## src/rtl/cvxif_offload_initiator.sv

```systemverilog
// rtl/cvxif_offload_initiator.sv - CV-X-IF core-side offload initiator (issue, commit, result writeback)
//
// Purpose:
//   Takes one decoded offload candidate at a time from the issue stage and
//   offers it to a coprocessor on the CV-X-IF issue interface. The next cycle
//   it commits the instruction, or kills it if the coprocessor rejected it or a
//   flush arrived. Results are forwarded to a register-file write port. A
//   credit counter bounds the number of accepted instructions that are still
//   waiting for a result.
//
// Optional feature macro: CVXIF_INITIATOR_TIMEOUT_EN
//   When defined, a wait counter runs while results are outstanding.
//   timeout_o becomes a sticky flag that sets after TimeoutCycles cycles with
//   no result. When undefined, the counter is not built and timeout_o is 0.
//
// Parameters:
//   MaxOutstanding  accepted instructions allowed without a result (1..15)
//   TimeoutCycles   result-wait limit (used only with the timeout macro)
//
// Ports:
//   clk_i, rst_ni             clock, asynchronous active-low reset
//   instr_valid_i/ready_o     candidate handshake (ready = decision taken)
//   instr_i, rs1_i, rs2_i     instruction word and operand values
//   id_i                      instruction id
//   flush_i                   kills any candidate not yet committed
//   cvxif_req_o/cvxif_resp_i  CV-X-IF request/response bundles
//   wb_valid_o/rd_o/data_o/id_o  registered result writeback
//   illegal_o                 one-cycle pulse when a candidate is rejected
//   busy_o                    results outstanding or transaction in flight
//   timeout_o                 sticky result-timeout flag

package cvxif_pkg;
    localparam int X_ID_WIDTH = 4;

    typedef struct packed {
        logic [31:0]           instr;
        logic [31:0]           rs1;
        logic [31:0]           rs2;
        logic [1:0]            rs_valid;
        logic [X_ID_WIDTH-1:0] id;
    } x_issue_req_t;

    typedef struct packed {
        logic [X_ID_WIDTH-1:0] id;
        logic                  commit_kill;
    } x_commit_t;

    typedef struct packed {
        logic accept;
        logic writeback;
    } x_issue_resp_t;

    typedef struct packed {
        logic [X_ID_WIDTH-1:0] id;
        logic [31:0]           data;
        logic [4:0]            rd;
        logic                  we;
    } x_result_t;

    typedef struct packed {
        logic         x_compressed_valid;
        logic         x_issue_valid;
        x_issue_req_t x_issue_req;
        logic         x_commit_valid;
        x_commit_t    x_commit;
        logic         x_mem_ready;
        logic         x_mem_result_valid;
        logic         x_result_ready;
    } cvxif_req_t;

    typedef struct packed {
        logic          x_issue_ready;
        x_issue_resp_t x_issue_resp;
        logic          x_result_valid;
        x_result_t     x_result;
    } cvxif_resp_t;
endpackage

module cvxif_offload_initiator
    import cvxif_pkg::*;
#(
    parameter int unsigned MaxOutstanding = 4,
    parameter int unsigned TimeoutCycles  = 255
) (
    input  logic                  clk_i,
    input  logic                  rst_ni,
    input  logic                  instr_valid_i,
    output logic                  instr_ready_o,
    input  logic [31:0]           instr_i,
    input  logic [31:0]           rs1_i,
    input  logic [31:0]           rs2_i,
    input  logic [X_ID_WIDTH-1:0] id_i,
    input  logic                  flush_i,
    output cvxif_req_t            cvxif_req_o,
    input  cvxif_resp_t           cvxif_resp_i,
    output logic                  wb_valid_o,
    output logic [4:0]            wb_rd_o,
    output logic [31:0]           wb_data_o,
    output logic [X_ID_WIDTH-1:0] wb_id_o,
    output logic                  illegal_o,
    output logic                  busy_o,
    output logic                  timeout_o
);

    typedef enum logic [1:0] {
        S_IDLE   = 2'd0,
        S_ISSUE  = 2'd1,
        S_COMMIT = 2'd2,
        S_STALL  = 2'd3
    } state_e;

    localparam logic [3:0] MAX_CNT = 4'(MaxOutstanding);

    state_e                r_state;
    state_e                w_state_next;
    logic [3:0]            r_outstanding;
    logic [3:0]            w_outstanding_next;
    logic [31:0]           r_instr;
    logic [31:0]           r_rs1;
    logic [31:0]           r_rs2;
    logic [X_ID_WIDTH-1:0] r_id;
    logic                  r_accept;
    logic                  r_writeback;
    logic                  r_flush_seen;
    logic                  r_result_ready;

    logic w_result_hs;
    logic w_issue_hs;
    logic w_credit_free;
    logic w_latch;
    logic w_commit;
    logic w_kill;
    logic w_inc;
    logic w_dec;

    // Result-ready is a constant 1 in operation but must read 0 while in reset.
    assign w_result_hs = cvxif_resp_i.x_result_valid & r_result_ready;
    assign w_issue_hs  = (r_state == S_ISSUE) & cvxif_resp_i.x_issue_ready;
    assign w_commit    = (r_state == S_COMMIT);

    // A result arriving this cycle frees its credit immediately, so a stalled
    // candidate can move to ISSUE on the same edge as the result handshake.
    assign w_credit_free = (r_outstanding < MAX_CNT) |
                           (w_result_hs & (r_outstanding != 4'd0));

    // A flush arriving in the commit cycle itself still kills the instruction.
    assign w_kill = ~r_accept | r_flush_seen | flush_i;
    assign w_inc  = w_commit & ~w_kill;
    assign w_dec  = w_result_hs & (r_outstanding != 4'd0);

    always_comb begin
        w_outstanding_next = r_outstanding;
        case ({w_inc, w_dec})
            2'b10:   w_outstanding_next = r_outstanding + 4'd1;
            2'b01:   w_outstanding_next = r_outstanding - 4'd1;
            default: w_outstanding_next = r_outstanding;
        endcase
    end

    always_comb begin
        w_state_next = r_state;
        w_latch      = 1'b0;
        case (r_state)
            S_IDLE, S_STALL: begin
                if (instr_valid_i && w_credit_free) begin
                    w_latch      = 1'b1;
                    w_state_next = S_ISSUE;
                end else if (instr_valid_i) begin
                    w_state_next = S_STALL;
                end else begin
                    w_state_next = S_IDLE;
                end
            end
            S_ISSUE: begin
                if (w_issue_hs) begin
                    w_state_next = S_COMMIT;
                end
            end
            S_COMMIT: w_state_next = S_IDLE;
            default:  w_state_next = S_IDLE;
        endcase
    end

    always_ff @(posedge clk_i or negedge rst_ni) begin
        if (!rst_ni) begin
            r_state        <= S_IDLE;
            r_outstanding  <= 4'd0;
            r_instr        <= 32'd0;
            r_rs1          <= 32'd0;
            r_rs2          <= 32'd0;
            r_id           <= '0;
            r_accept       <= 1'b0;
            r_writeback    <= 1'b0;
            r_flush_seen   <= 1'b0;
            r_result_ready <= 1'b0;
        end else begin
            r_state        <= w_state_next;
            r_outstanding  <= w_outstanding_next;
            r_result_ready <= 1'b1;
            if (w_latch) begin
                r_instr      <= instr_i;
                r_rs1        <= rs1_i;
                r_rs2        <= rs2_i;
                r_id         <= id_i;
                r_flush_seen <= 1'b0;
            end else if (r_state == S_ISSUE) begin
                if (flush_i) begin
                    r_flush_seen <= 1'b1;
                end
                if (w_issue_hs) begin
                    r_accept    <= cvxif_resp_i.x_issue_resp.accept;
                    r_writeback <= cvxif_resp_i.x_issue_resp.writeback;
                end
            end
        end
    end

    always_ff @(posedge clk_i or negedge rst_ni) begin
        if (!rst_ni) begin
            wb_valid_o <= 1'b0;
            wb_rd_o    <= 5'd0;
            wb_data_o  <= 32'd0;
            wb_id_o    <= '0;
        end else if (w_result_hs) begin
            wb_valid_o <= cvxif_resp_i.x_result.we;
            wb_rd_o    <= cvxif_resp_i.x_result.rd;
            wb_data_o  <= cvxif_resp_i.x_result.data;
            wb_id_o    <= cvxif_resp_i.x_result.id;
        end else begin
            wb_valid_o <= 1'b0;
        end
    end

    always_comb begin
        cvxif_req_o                      = '0;
        cvxif_req_o.x_issue_valid        = (r_state == S_ISSUE);
        cvxif_req_o.x_issue_req.instr    = r_instr;
        cvxif_req_o.x_issue_req.rs1      = r_rs1;
        cvxif_req_o.x_issue_req.rs2      = r_rs2;
        cvxif_req_o.x_issue_req.rs_valid = {2{r_state == S_ISSUE}};
        cvxif_req_o.x_issue_req.id       = r_id;
        cvxif_req_o.x_commit_valid       = w_commit;
        cvxif_req_o.x_commit.id          = r_id;
        cvxif_req_o.x_commit.commit_kill = w_commit & w_kill;
        cvxif_req_o.x_result_ready       = r_result_ready;
    end

    assign instr_ready_o = w_commit;
    assign illegal_o     = w_commit & ~r_accept & ~r_flush_seen & ~flush_i;
    assign busy_o        = (r_outstanding != 4'd0) | (r_state != S_IDLE);

    // The writeback request bit is captured for the commit record; nothing
    // downstream consumes it yet.
    logic w_unused_writeback;
    assign w_unused_writeback = r_writeback;

`ifdef CVXIF_INITIATOR_TIMEOUT_EN
    localparam int unsigned TO_W = ($clog2(TimeoutCycles + 1) > 8) ?
                                   $clog2(TimeoutCycles + 1) : 8;
    localparam logic [TO_W-1:0] TO_LIMIT = TO_W'(TimeoutCycles);

    logic [TO_W-1:0] r_wait;
    logic [TO_W-1:0] w_wait_next;
    logic            r_timeout;

    // Counting keys off the next outstanding value so the commit cycle that
    // creates the first outstanding result is itself counted. Saturates at
    // the limit so the counter never wraps back below it.
    always_comb begin
        w_wait_next = r_wait;
        if (w_result_hs) begin
            w_wait_next = '0;
        end else if ((w_outstanding_next != 4'd0) && (r_wait < TO_LIMIT)) begin
            w_wait_next = r_wait + 1'b1;
        end
    end

    always_ff @(posedge clk_i or negedge rst_ni) begin
        if (!rst_ni) begin
            r_wait    <= '0;
            r_timeout <= 1'b0;
        end else begin
            r_wait <= w_wait_next;
            if (w_wait_next >= TO_LIMIT) begin
                r_timeout <= 1'b1;
            end
        end
    end

    assign timeout_o = r_timeout;
`else
    logic [31:0] w_unused_timeout_cfg;
    assign w_unused_timeout_cfg = 32'(TimeoutCycles);
    assign timeout_o = 1'b0;
`endif

endmodule

```

## config.mk

```make
export PLATFORM = sky130hd
export DESIGN_NAME = cvxif_offload_initiator
export DESIGN_NICKNAME = d
export VERILOG_FILES = /design/src/rtl/cvxif_offload_initiator.sv
export SDC_FILE = /design/constraint.sdc
export NUM_CORES = 1
export LEC_CHECK = 0
export BUFFER_PORTS_ARGS = -buffer_cell sky130_fd_sc_hd__buf_2
export CORE_UTILIZATION = 35
export DETAILED_ROUTE_END_ITERATION = 8
export HOLD_SLACK_MARGIN = 0.05
export PLACE_DENSITY = 0.69
export RECOVER_POWER = 50
export SETUP_SLACK_MARGIN = 0.3
export SLEW_MARGIN = 15
export SYNTH_ARGS = -nofsm -noshare
export SYNTH_HDL_FRONTEND = slang
export SYNTH_SLANG_ARGS = --single-unit
```

## constraint.sdc

```tcl
create_clock -name clk_i -period 4.45 [get_ports clk_i]
set_input_delay 0.2225 -clock clk_i [delete_from_list [all_inputs] [get_ports clk_i]]
set_output_delay 0.2225 -clock clk_i [all_outputs]
set_load 0.01 [all_outputs]
```

==> impl_metrics.ini <==
[run_status]
outcome = finished, violations left
violations = max-capacitance violations, max-slew violations

[yosys]
netlist_area_um2 = 6370
syn_avg_cell_area_um2 = 17.31
yosys_register_bits = 151
synth_top_cell_area_share_pct = 59.32
post_synth_inst_count = 368
unique_cell_type_count_in_the_yosys_netlist = 28
synth.yosys.warnings = 0
yosysTopAreaCell = dfrtp_1
synth-seq-area-share_pct = 59.32
synth_area_leaders = dfrtp_1 59%, mux2_4 21%, mux2_2 9.5%, buf_12 3.1%, buf_4 1.5%

[clock_tree]
cts.sink_count = 151
cts_buffer_depth = 2
htree_num_levels = 4
post_cts.resized_instances = 0
ctsHoldBuffers = 142
cts_post_setup_buffers_inserted = 0
tritoncts.num_buffers = 17
ctsRootBufferMaster = clkbuf_16
cts_tree = done
clk_transition_reported_paths_ns = 0.06
clock_latency_of_the_later_clocked_register_in_the_worst_skew_pair_ns = 0.42

[timing]
min_period_over_period_pct = 59.75
slew_headroom_pct = -23.46
fin_tns_setup_ns = 0
finalHoldViolations = 0
fin_worst_skew_ns = 0.009275
whs_ns = 0.09319
max_slew.worst_pin.slew_ns = 1.852
rsz0062_at_grt = false
maxSlewViolCount = 75
post-route-min-period_ns = 2.659
setup_viol = 0
max_freq_mhz = 376.1

[floorplanning]
row_count = 48
ioPinCount = 309
floorplan.initialDensity_pct = 36.32
floorplan.die.height_um = 136.9
die_area_um2 = 18740
die_x_um = 136.9
core_area_um2 = 17540

[grt]
grt_antenna_before_repair = 0
grt.overflow.total = 0
grt_start_max_net_pins = 75
first_global_vias = 4795
gr-usage-all-layers_pct = 16.81
first_pass_grt_wire_length_um = 23920

[cells_and_area]
drive_gt1_share_pct = 40.77
area.growth.synth_to_final_pct = 53.31
top_library_cells_by_usage_in_the_layout_fill_and_taps_aside = 155 x buf_2, 151 x dfrtp_1, 148 x clkbuf_1
n_antenna_cell = 0
design.final.nets = 973
layout.cells.most_common = buf_2

[routing]
totalWireLength_um = 16070
vias_per_cell = 4.373
detailedRoute.firstPassIterationCount = 4
route.antenna.remaining_nets = 0
num_vias = 4609
initialDrtViolationCount = 140
routed_wire_per_std_cell_um = 15.24
drc = 0

[power_and_ir_drop]
power.static_leakage_nw = 4.498
worst_vdd_drop_mv = 0.3567
powerDensity_nw_per_um2 = 614.7
design_power_total_mw = 6.003

[placed_design]
hpwlAfterDp_um = 9801
place.gp.congestion = 0.7375
numPortBuffers = 303

[setup_path]
worstSetupPathType = register to register
path_max_fanout = 25
critical_path_arrival_ns = 2.95
timing.critical_path.from_type = register
required_ns = 4.74
setup_crit_end_kind = register

[hold_path]
worst_hold_path_type = input pin to register

[flow_run]
maxCapViolCount = 1
## layer usage
| layer | GRT usage [%] | vias to the layer above | wire [µm] | part of all wire (%) |
|---|---|---|---|---|
| li1 | - | 2165 | - | - |
| met1 | 18.87 | 2235 | 6454 | 40 |
| met2 | 29.81 | 182 | 8250 | 51 |
| met3 | 5.000 | 27 | 1048 | 6.5 |
| met4 | 6.593 | 0 | 315 | 2.0 |
| met5 | 0 | - | 0 | 0 |
## sequential cells by signal (all words and copies together) (netlist names)
| signal | count |
|---|---|
| r_id | 4 |
| r_rs1 | 32 |
| r_rs2 | 32 |
| wb_id_o | 4 |
| r_accept | 1 |
| r_outstanding | 4 |
| r_state | 2 |
| wb_rd_o | 5 |
| r_instr | 32 |
| r_flush_seen | 1 |
| wb_data_o | 32 |
| wb_valid_o | 1 |
| r_result_ready | 1 |
## cell families after synthesis
kind of cell             count (synthesis)  synth area share [%]
multiplexers                           143                 30.52
AO/OA/AOI/OAI                           10                 1.021
XOR/XNOR                                 5                0.6875
adder cells (fa/ha/maj)                  7                 1.375
flip-flops                             151                 59.32
buffers and inverters                   29                 5.107
other                                    2                0.1179
AND/OR/NAND/NOR                         21                 1.847
## layout make-up
cell class              instances  area [µm²]
flip-flops and latches        151        3779
multi-input cells             191        2275
repair buffers                453        2844
clock buffers                  19       442.9
fillers                      1467        7771
clock inverters                13       136.4
inverters                       2       7.507
well taps                     225       281.5
## worst max-delay path, stage by stage (launching register included)
cell and delay [ns]:
dfrtp_1 0.38, inv_1 0.08, ha_1 0.31, nor2b_1 0.19, nor2b_4 0.84, buf_4 0.37, mux2_2 0.36
## power by group
group | leakage, nW | internal, mW | switching [mW]
Clock | 0.275 | 0.802 | 0.605
Combinational | 2.45 | 1.29 | 1.02
Sequential | 1.77 | 1.94 | 0.346
## cell usage after synthesis
library cell,count
nor2b_4,1
ha_1,7
nor4bb_1,1
nand2_1,5
buf_4,13
a21boi_0,2
conb_1,2
inv_1,2
nand2b_1,1
xnor2_1,1
mux2_2,54
o21ai_0,3
o31ai_1,1
nor4b_1,1
o21a_2,1
nor2b_1,2
buf_12,10
buf_2,4
xor2_1,4
nand2_2,1
mux2_4,89
dfrtp_1,151
nand3_1,2
nor2_1,5
a2bb2oi_1,1
nor4_1,1
and3_1,1
a21oi_1,2
## metrics by stage
stage	cells	utilization, %	setup slack, ns	cell area (µm²)
2_1_floorplan	371	-	2.428	6381
3_3_place_gp	878	45.26	1.760	7938
3_5_place_dp	878	45.26	1.781	7938
4_1_cts	1052	56.67	1.745	9938
5_1_grt	1054	55.69	1.601	9766
6_report	1054	55.69	1.791	9766
## path summary, 6_finish.rpt
| check | from | to | slack (ns) | cells past startpoint |
|---|---|---|---|---|
| min in group asynchronous | rst_ni | wb_data_o[28] | 0.87 | 2 |
| worst max register to register | r_state[0] | r_rs1[18] | 1.79 | 6 |
| worst max-delay path | r_state[0] | r_rs1[18] | 1.79 | 6 |
| max in group asynchronous | rst_ni | wb_data_o[16] | 2.19 | 3 |
| worst min-delay path | rs2_i[18] | r_rs2[18] | 0.09 | 2 |
| worst min register to register | r_outstanding[3] | r_outstanding[3] | 0.50 | 1 |
No activity file was read; power rests on OpenSTA's default activity.
